**src/rtl/multicycle_seq_if.sv**
```systemverilog
// multicycle_seq_if: shared memory-port handshake between sequencer and memory
interface multicycle_seq_if;
  logic mem_req_o;
  logic mem_we_o;
  logic mem_addr_sel_o;
  logic mem_ready_i;
  modport master (output mem_req_o, output mem_we_o, output mem_addr_sel_o, input mem_ready_i);
  modport slave (input mem_req_o, input mem_we_o, input mem_addr_sel_o, output mem_ready_i);
endinterface

```
**src/rtl/multicycle_seq.sv**
```systemverilog
// multicycle_seq: RV32I multi-cycle sequencer; optional memory wait timeout via MEM_TIMEOUT_EN
module multicycle_seq #(
  parameter int DWIDTH  = 32,
  parameter int TIMEOUT = 16
) (
  input  logic              clk,
  input  logic              reset,
  input  logic [6:0]        opcode_i,
  input  logic              regwren_i,
  input  logic              memren_i,
  input  logic              memwren_i,
  multicycle_seq_if.master  mem,
  output logic              ir_we_o,
  output logic              pc_we_o,
  output logic              rf_we_o,
  output logic              retire_o,
  output logic              halt_o,
  output logic              timeout_o,
  output logic [2:0]        state_o,
  output logic [DWIDTH-1:0] insn_cnt_o
);
  typedef enum logic [2:0] {
    FETCH  = 3'd0,
    DECODE = 3'd1,
    EXEC   = 3'd2,
    MEM    = 3'd3,
    WB     = 3'd4,
    HALT   = 3'd5
  } state_t;
  state_t            state_q, state_d;
  logic [DWIDTH-1:0] cnt_q;
  logic              req_s, rdy_s, legal_s, retire_s, to_hit_s;
  if (TIMEOUT < 1) begin : g_bad_timeout
    $error("TIMEOUT must be at least 1");
  end
  // Ungated strobes; reset masking is applied at the ports only
  always_comb begin
    req_s    = (state_q == FETCH) || (state_q == MEM);
    rdy_s    = req_s && mem.mem_ready_i;
    legal_s  = opcode_i inside {7'b0110011, 7'b0010011, 7'b0000011, 7'b0100011, 7'b1100011,
                                7'b1101111, 7'b1100111, 7'b0110111, 7'b0010111};
    retire_s = (state_q == WB)
            || (state_q == EXEC && !memren_i && !memwren_i && !regwren_i)
            || (state_q == MEM && rdy_s && !memren_i);
  end
`ifdef MEM_TIMEOUT_EN
  localparam int WW = $clog2(TIMEOUT + 1);
  logic [WW-1:0] wcnt_q;
  logic          timeout_q;
  assign to_hit_s = req_s && !mem.mem_ready_i && (wcnt_q == WW'(TIMEOUT));
  // Wait counter restarts whenever a new access state is entered
  always_ff @(posedge clk) begin
    if (reset) begin
      wcnt_q    <= '0;
      timeout_q <= 1'b0;
    end else begin
      wcnt_q    <= (state_d != state_q) ? '0 : (req_s && !rdy_s) ? wcnt_q + WW'(1) : wcnt_q;
      timeout_q <= timeout_q | to_hit_s;
    end
  end
  assign timeout_o = timeout_q && !reset;
`else
  assign to_hit_s  = 1'b0;
  assign timeout_o = 1'b0;
`endif
  // Next-state selection
  always_comb begin
    state_d = FETCH;
    case (state_q)
      FETCH:   state_d = rdy_s ? DECODE : FETCH;
      DECODE:  state_d = legal_s ? EXEC : HALT;
      EXEC:    state_d = (memren_i || memwren_i) ? MEM : regwren_i ? WB : FETCH;
      MEM:     state_d = !rdy_s ? MEM : memren_i ? WB : FETCH;
      WB:      state_d = FETCH;
      HALT:    state_d = HALT;
      default: state_d = FETCH;
    endcase
    if (to_hit_s) state_d = HALT;
  end
  // State register and retired-instruction counter
  always_ff @(posedge clk) begin
    if (reset) begin
      state_q <= FETCH;
      cnt_q   <= '0;
    end else begin
      state_q <= state_d;
      cnt_q   <= cnt_q + DWIDTH'(retire_s);
    end
  end
  assign mem.mem_req_o      = req_s && !reset;
  assign mem.mem_we_o       = (state_q == MEM) && memwren_i && !reset;
  assign mem.mem_addr_sel_o = (state_q == MEM) && !reset;
  assign ir_we_o            = (state_q == FETCH) && rdy_s && !reset;
  assign pc_we_o            = retire_s && !reset;
  assign rf_we_o            = (state_q == WB) && !reset;
  assign retire_o           = retire_s && !reset;
  assign halt_o             = (state_q == HALT) && !reset;
  assign state_o            = reset ? 3'd0 : state_q;
  assign insn_cnt_o         = reset ? '0 : cnt_q;
endmodule
```
**src/flat_wrapper.sv**
```systemverilog
// flat-port wrapper written by rule: the top's interface ports become plain ports
module multicycle_seq_flat 
#(
  parameter int DWIDTH  = 32,
  parameter int TIMEOUT = 16
)
  (clk, reset, opcode_i, regwren_i, memren_i, memwren_i, ir_we_o, pc_we_o, rf_we_o, retire_o, halt_o, timeout_o, state_o, insn_cnt_o, mem_mem_req_o, mem_mem_we_o, mem_mem_addr_sel_o, mem_mem_ready_i);
  multicycle_seq_if mem_i ();
  input  logic clk;
  input  logic reset;
  input  logic [6:0] opcode_i;
  input  logic regwren_i;
  input  logic memren_i;
  input  logic memwren_i;
  output logic ir_we_o;
  output logic pc_we_o;
  output logic rf_we_o;
  output logic retire_o;
  output logic halt_o;
  output logic timeout_o;
  output logic [2:0] state_o;
  output logic [DWIDTH-1:0] insn_cnt_o;
  output wire logic [$bits(mem_i.mem_req_o)-1:0] mem_mem_req_o;
  output wire logic [$bits(mem_i.mem_we_o)-1:0] mem_mem_we_o;
  output wire logic [$bits(mem_i.mem_addr_sel_o)-1:0] mem_mem_addr_sel_o;
  input wire logic [$bits(mem_i.mem_ready_i)-1:0] mem_mem_ready_i;
  assign mem_mem_req_o = mem_i.mem_req_o;
  assign mem_mem_we_o = mem_i.mem_we_o;
  assign mem_mem_addr_sel_o = mem_i.mem_addr_sel_o;
  assign mem_i.mem_ready_i = mem_mem_ready_i;
  multicycle_seq #(.DWIDTH(DWIDTH), .TIMEOUT(TIMEOUT)) u_core (.clk(clk), .reset(reset), .opcode_i(opcode_i), .regwren_i(regwren_i), .memren_i(memren_i), .memwren_i(memwren_i), .mem(mem_i), .ir_we_o(ir_we_o), .pc_we_o(pc_we_o), .rf_we_o(rf_we_o), .retire_o(retire_o), .halt_o(halt_o), .timeout_o(timeout_o), .state_o(state_o), .insn_cnt_o(insn_cnt_o));
endmodule
```
**config.mk**
```make
export PLATFORM = sky130hd
export DESIGN_NAME = multicycle_seq_flat
export DESIGN_NICKNAME = d
export VERILOG_FILES = /design/src/rtl/multicycle_seq_if.sv /design/src/rtl/multicycle_seq.sv /design/src/flat_wrapper.sv
export SDC_FILE = /design/constraint.sdc
export NUM_CORES = 1
export LEC_CHECK = 0
export ABC_AREA = 1
export CAP_MARGIN = 20
export CORE_UTILIZATION = 53
export DETAILED_ROUTE_END_ITERATION = 10
export GPL_TIMING_DRIVEN = 0
export PLACE_DENSITY_LB_ADDON = 0.3
export SLEW_MARGIN = 5
export SYNTH_ARGS = -nofsm -noshare
export SYNTH_HDL_FRONTEND = slang
export SYNTH_SLANG_ARGS = --single-unit
```
**constraint.sdc**
```tcl
create_clock -name clk -period 3.85 [get_ports clk]
set_input_delay 0.5775 -clock clk [delete_from_list [all_inputs] [get_ports clk]]
set_output_delay 0.5775 -clock clk [all_outputs]
set_load 0.02 [all_outputs]
```
==> reports/metrics.cfg <==
[synth]
synthAdderAreaFrac_pct=1.65
synthArstFlopShare_pct=0
ys_types=25
synth_ff_type=dfxtp_1
synthMuxAreaShare_pct=0
synth_cells=389
synth_simple_gate_area_share_pct=45.9
yosys_warnings=0
yosysTopAreaCell=dfxtp_1
synth.cell_area_um2=2280
ys_top_cells_by_area=dfxtp_1, nand2_1, nor2_1
synth_top_area_share_pct=30.7
synth_nets=405
synth_top_family_by_area=simple AND/OR/NAND/NOR gates
ys_seq_area_share_pct=30.7
synth_edf_count=0
synthXorXnorAreaFrac_pct=0.768
avgSynthCellArea_um2=5.86
synth.most_common_cell=nand2_1
ys_ff_latch=35
ys_top_cells_by_count=nand2_1, nor2_1, inv_1
synth_compound_area_share_pct=10.3

[cells_and_area]
synthToLayoutAreaGrowth_pct=30.0
num-nets-final=466
diodes=0
nFillCells=369
drive_above_1_share_pct=9.09

[grt]
grt_max_degree=11
antenna_found_initial=0
grt_pass1_vias=2274
grt_pass1_wl_um=9850
track_usage_pct=29.2
overflow=0

[critical_path]
slowest_stage=clkdlybuf4s50_1
arrival_ps=2230
reg2regPathDepth=14
required_ps=3270
critPathMaxFanout=3
cp_slowest_stage_delay_ps=590
start_kind=input port
crit_buf_inv=3
cp.depth=6
worstSetupPathType=input port to primary output
end_kind=primary output
path_cells=clkdlybuf4s50_1 > nor2_1 > nand3b_1 > a31oi_1 > buf_4 > clkdlybuf4s50_1
timing.critical_path.mode_cell=clkdlybuf4s50_1
cp_top_family=buffers and inverters

[clock_tree]
ctsHoldBuffers=0
post_cts_buffers=0
numCtsBuffers=5
clkSinkCount=35
clk_path_buf_depth=2
post_cts_resized=0
htree_levels=2
clk_pin_slew_worst_paths_ps=70
cts_tree=yes
cts-root-buf=clkbuf_8
clk_latency_ps=300

[pwr]
power_switching_share_pct=26.5
pwr-share-clk_pct=37.7
ir_worst_vdd_uv=241
p_per_area_nw_per_um2=240
leakagePower_uw=0.000941
power.internal_uw=524
p_switching_uw=189
power_frac_comb_pct=10.7
seqPwrFrac_pct=51.7

[detailed_routing]
drt-total-wl_um=6160
first_pass_iters=5
drt_iter0_markers=148
via_count=2568
postRouteAntennaNets=0
wl_per_cell_um=12.3
drc=0
vias_per_cell=5.13

[worst_hold_path]
whs_path_depth=2
hp-class=flip-flop to flip-flop

[floorplan]
fp.coreArea_um2=4060
die-area_um2=4570
initial_core_util_pct=56.2
fp.dieW_um=67.6
die-height_um=67.6
ios=57
num_rows=23

[sta]
finalSetupTns_ps=0
hold_violations=0
final.setup.worst_slack_ps=1040
setup_viol=0
rsz0062_at_grt=no
finClkSkew_ps=12.8
min_period_over_period_pct=72.9
period_minus_slack_ps=2810
fmax_ghz=0.356
max_slew_margin_pct=62.9
slew_viol_final=0
worst_slew_pin_slew_ps=556

[place]
preCtsSetupSlack_ps=1040
portBuffers=54
gp_congestion=0.926
hpwl_um=4920

[status]
status=completed

[flow_run]
drv_cap=0

-- cells in the final DEF, fill, tap and decap left out --
master / Yosys / final
a21oi_1: 29 / 29
a21oi_2: 1 / 1
a31oi_1: 2 / 2
buf_1: 2 / 2
buf_2: 2 / 2
buf_4: 2 / 2
clkbuf_1: 4 / 6
clkbuf_8: 0 / 5
clkdlybuf4s50_1: 0 / 54
clkinv_2: 0 / 1
conb_1: 1 / 1
dfxtp_1: 35 / 35
ha_1: 3 / 3
inv_1: 48 / 48
inv_2: 3 / 3
nand2_1: 97 / 97
nand2_2: 10 / 10
nand3_1: 18 / 18
nand3_2: 1 / 1
nand3b_1: 2 / 2
nand4_1: 3 / 3
nor2_1: 91 / 91
nor2_2: 11 / 11
nor2_4: 5 / 5
nor3_1: 4 / 4
o21a_1: 1 / 1
o21ai_0: 12 / 12
xor2_1: 2 / 2
-- stage by stage --
stage,total power (uW),instances,util [%],area [um2],hold WS [ps]
floorplan,419,389,-,2280,439
global placement,450,493,71.0,2880,448
detailed placement,452,493,71.0,2880,457
CTS,709,501,73.0,2960,467
global route,739,501,73.0,2960,500
finish,713,501,73.0,2960,465
-- final timing paths --
check | start | end | slack (ps)
hold reg to reg | u_core.cnt_q[31] | u_core.cnt_q[31] | 470
setup reg to reg | u_core.state_q[2] | u_core.cnt_q[28] | 1520
setup / recovery | memren_i | retire_o | 1040
hold / removal | u_core.cnt_q[31] | u_core.cnt_q[31] | 470
-- registers in the layout, indices dropped and copies added, names as in the netlist --
register,cells
u_core.state_q,3
u_core.cnt_q,32
-- worst reg2reg max path, cell delays in order (launching register included) --
cell and delay, ps:
dfxtp_1 330, inv_1 110, nand2_1 80, nor2_1 220, nand3_1 130, nand3_1 130, ha_1 170, ha_1 260
nand2_2 110, nor2_4 190, inv_2 80, nor2_1 210, nand2_1 80, nand2_1 60, a21oi_1 60
-- power groups by stage --
| stage | clock (uW) | combinational, uW | sequential, uW |
|---|---|---|---|
| global placement | 0 | 73.8 | 377 |
| detailed placement | 0 | 75.3 | 377 |
| global route | 287 | 83.1 | 369 |
| CTS | 265 | 75.7 | 368 |
| floorplan | 0 | 43.0 | 376 |
| finish | 269 | 75.9 | 368 |
-- metal layers --
| metal | global-route usage [%] | vias up | share of wire (%) |
|---|---|---|---|
| li1 | - | 1319 | - |
| met1 | 35.5 | 1146 | 43 |
| met2 | 47.6 | 91 | 48 |
| met3 | 7.94 | 12 | 7.4 |
| met4 | 12.8 | 0 | 2.4 |
| met5 | 0 | - | 0 |
-- kinds of logic after synthesis --
logic type | count (synthesis)
compound gates | 45
xor+xnor | 2
simple gates | 242
buf+inv | 61
fa+ha+maj | 3
other cells | 1
flops | 35
-- layout make-up --
cell class / instances / area [um2] / share of cell area [%]
Tap cell: 50 / 62.6 / 2.11
Clock buffer: 7 / 76.3 / 2.57
Clock inverter: 1 / 5.00 / 0.169
Timing Repair Buffer: 54 / 541 / 18.2
Inverter: 51 / 191 / 6.46
Sequential cell: 35 / 701 / 23.6
Buffer: 10 / 47.5 / 1.60
Multi-Input combinational cell: 293 / 1340 / 45.2
(Power assumes the default switching activity.)
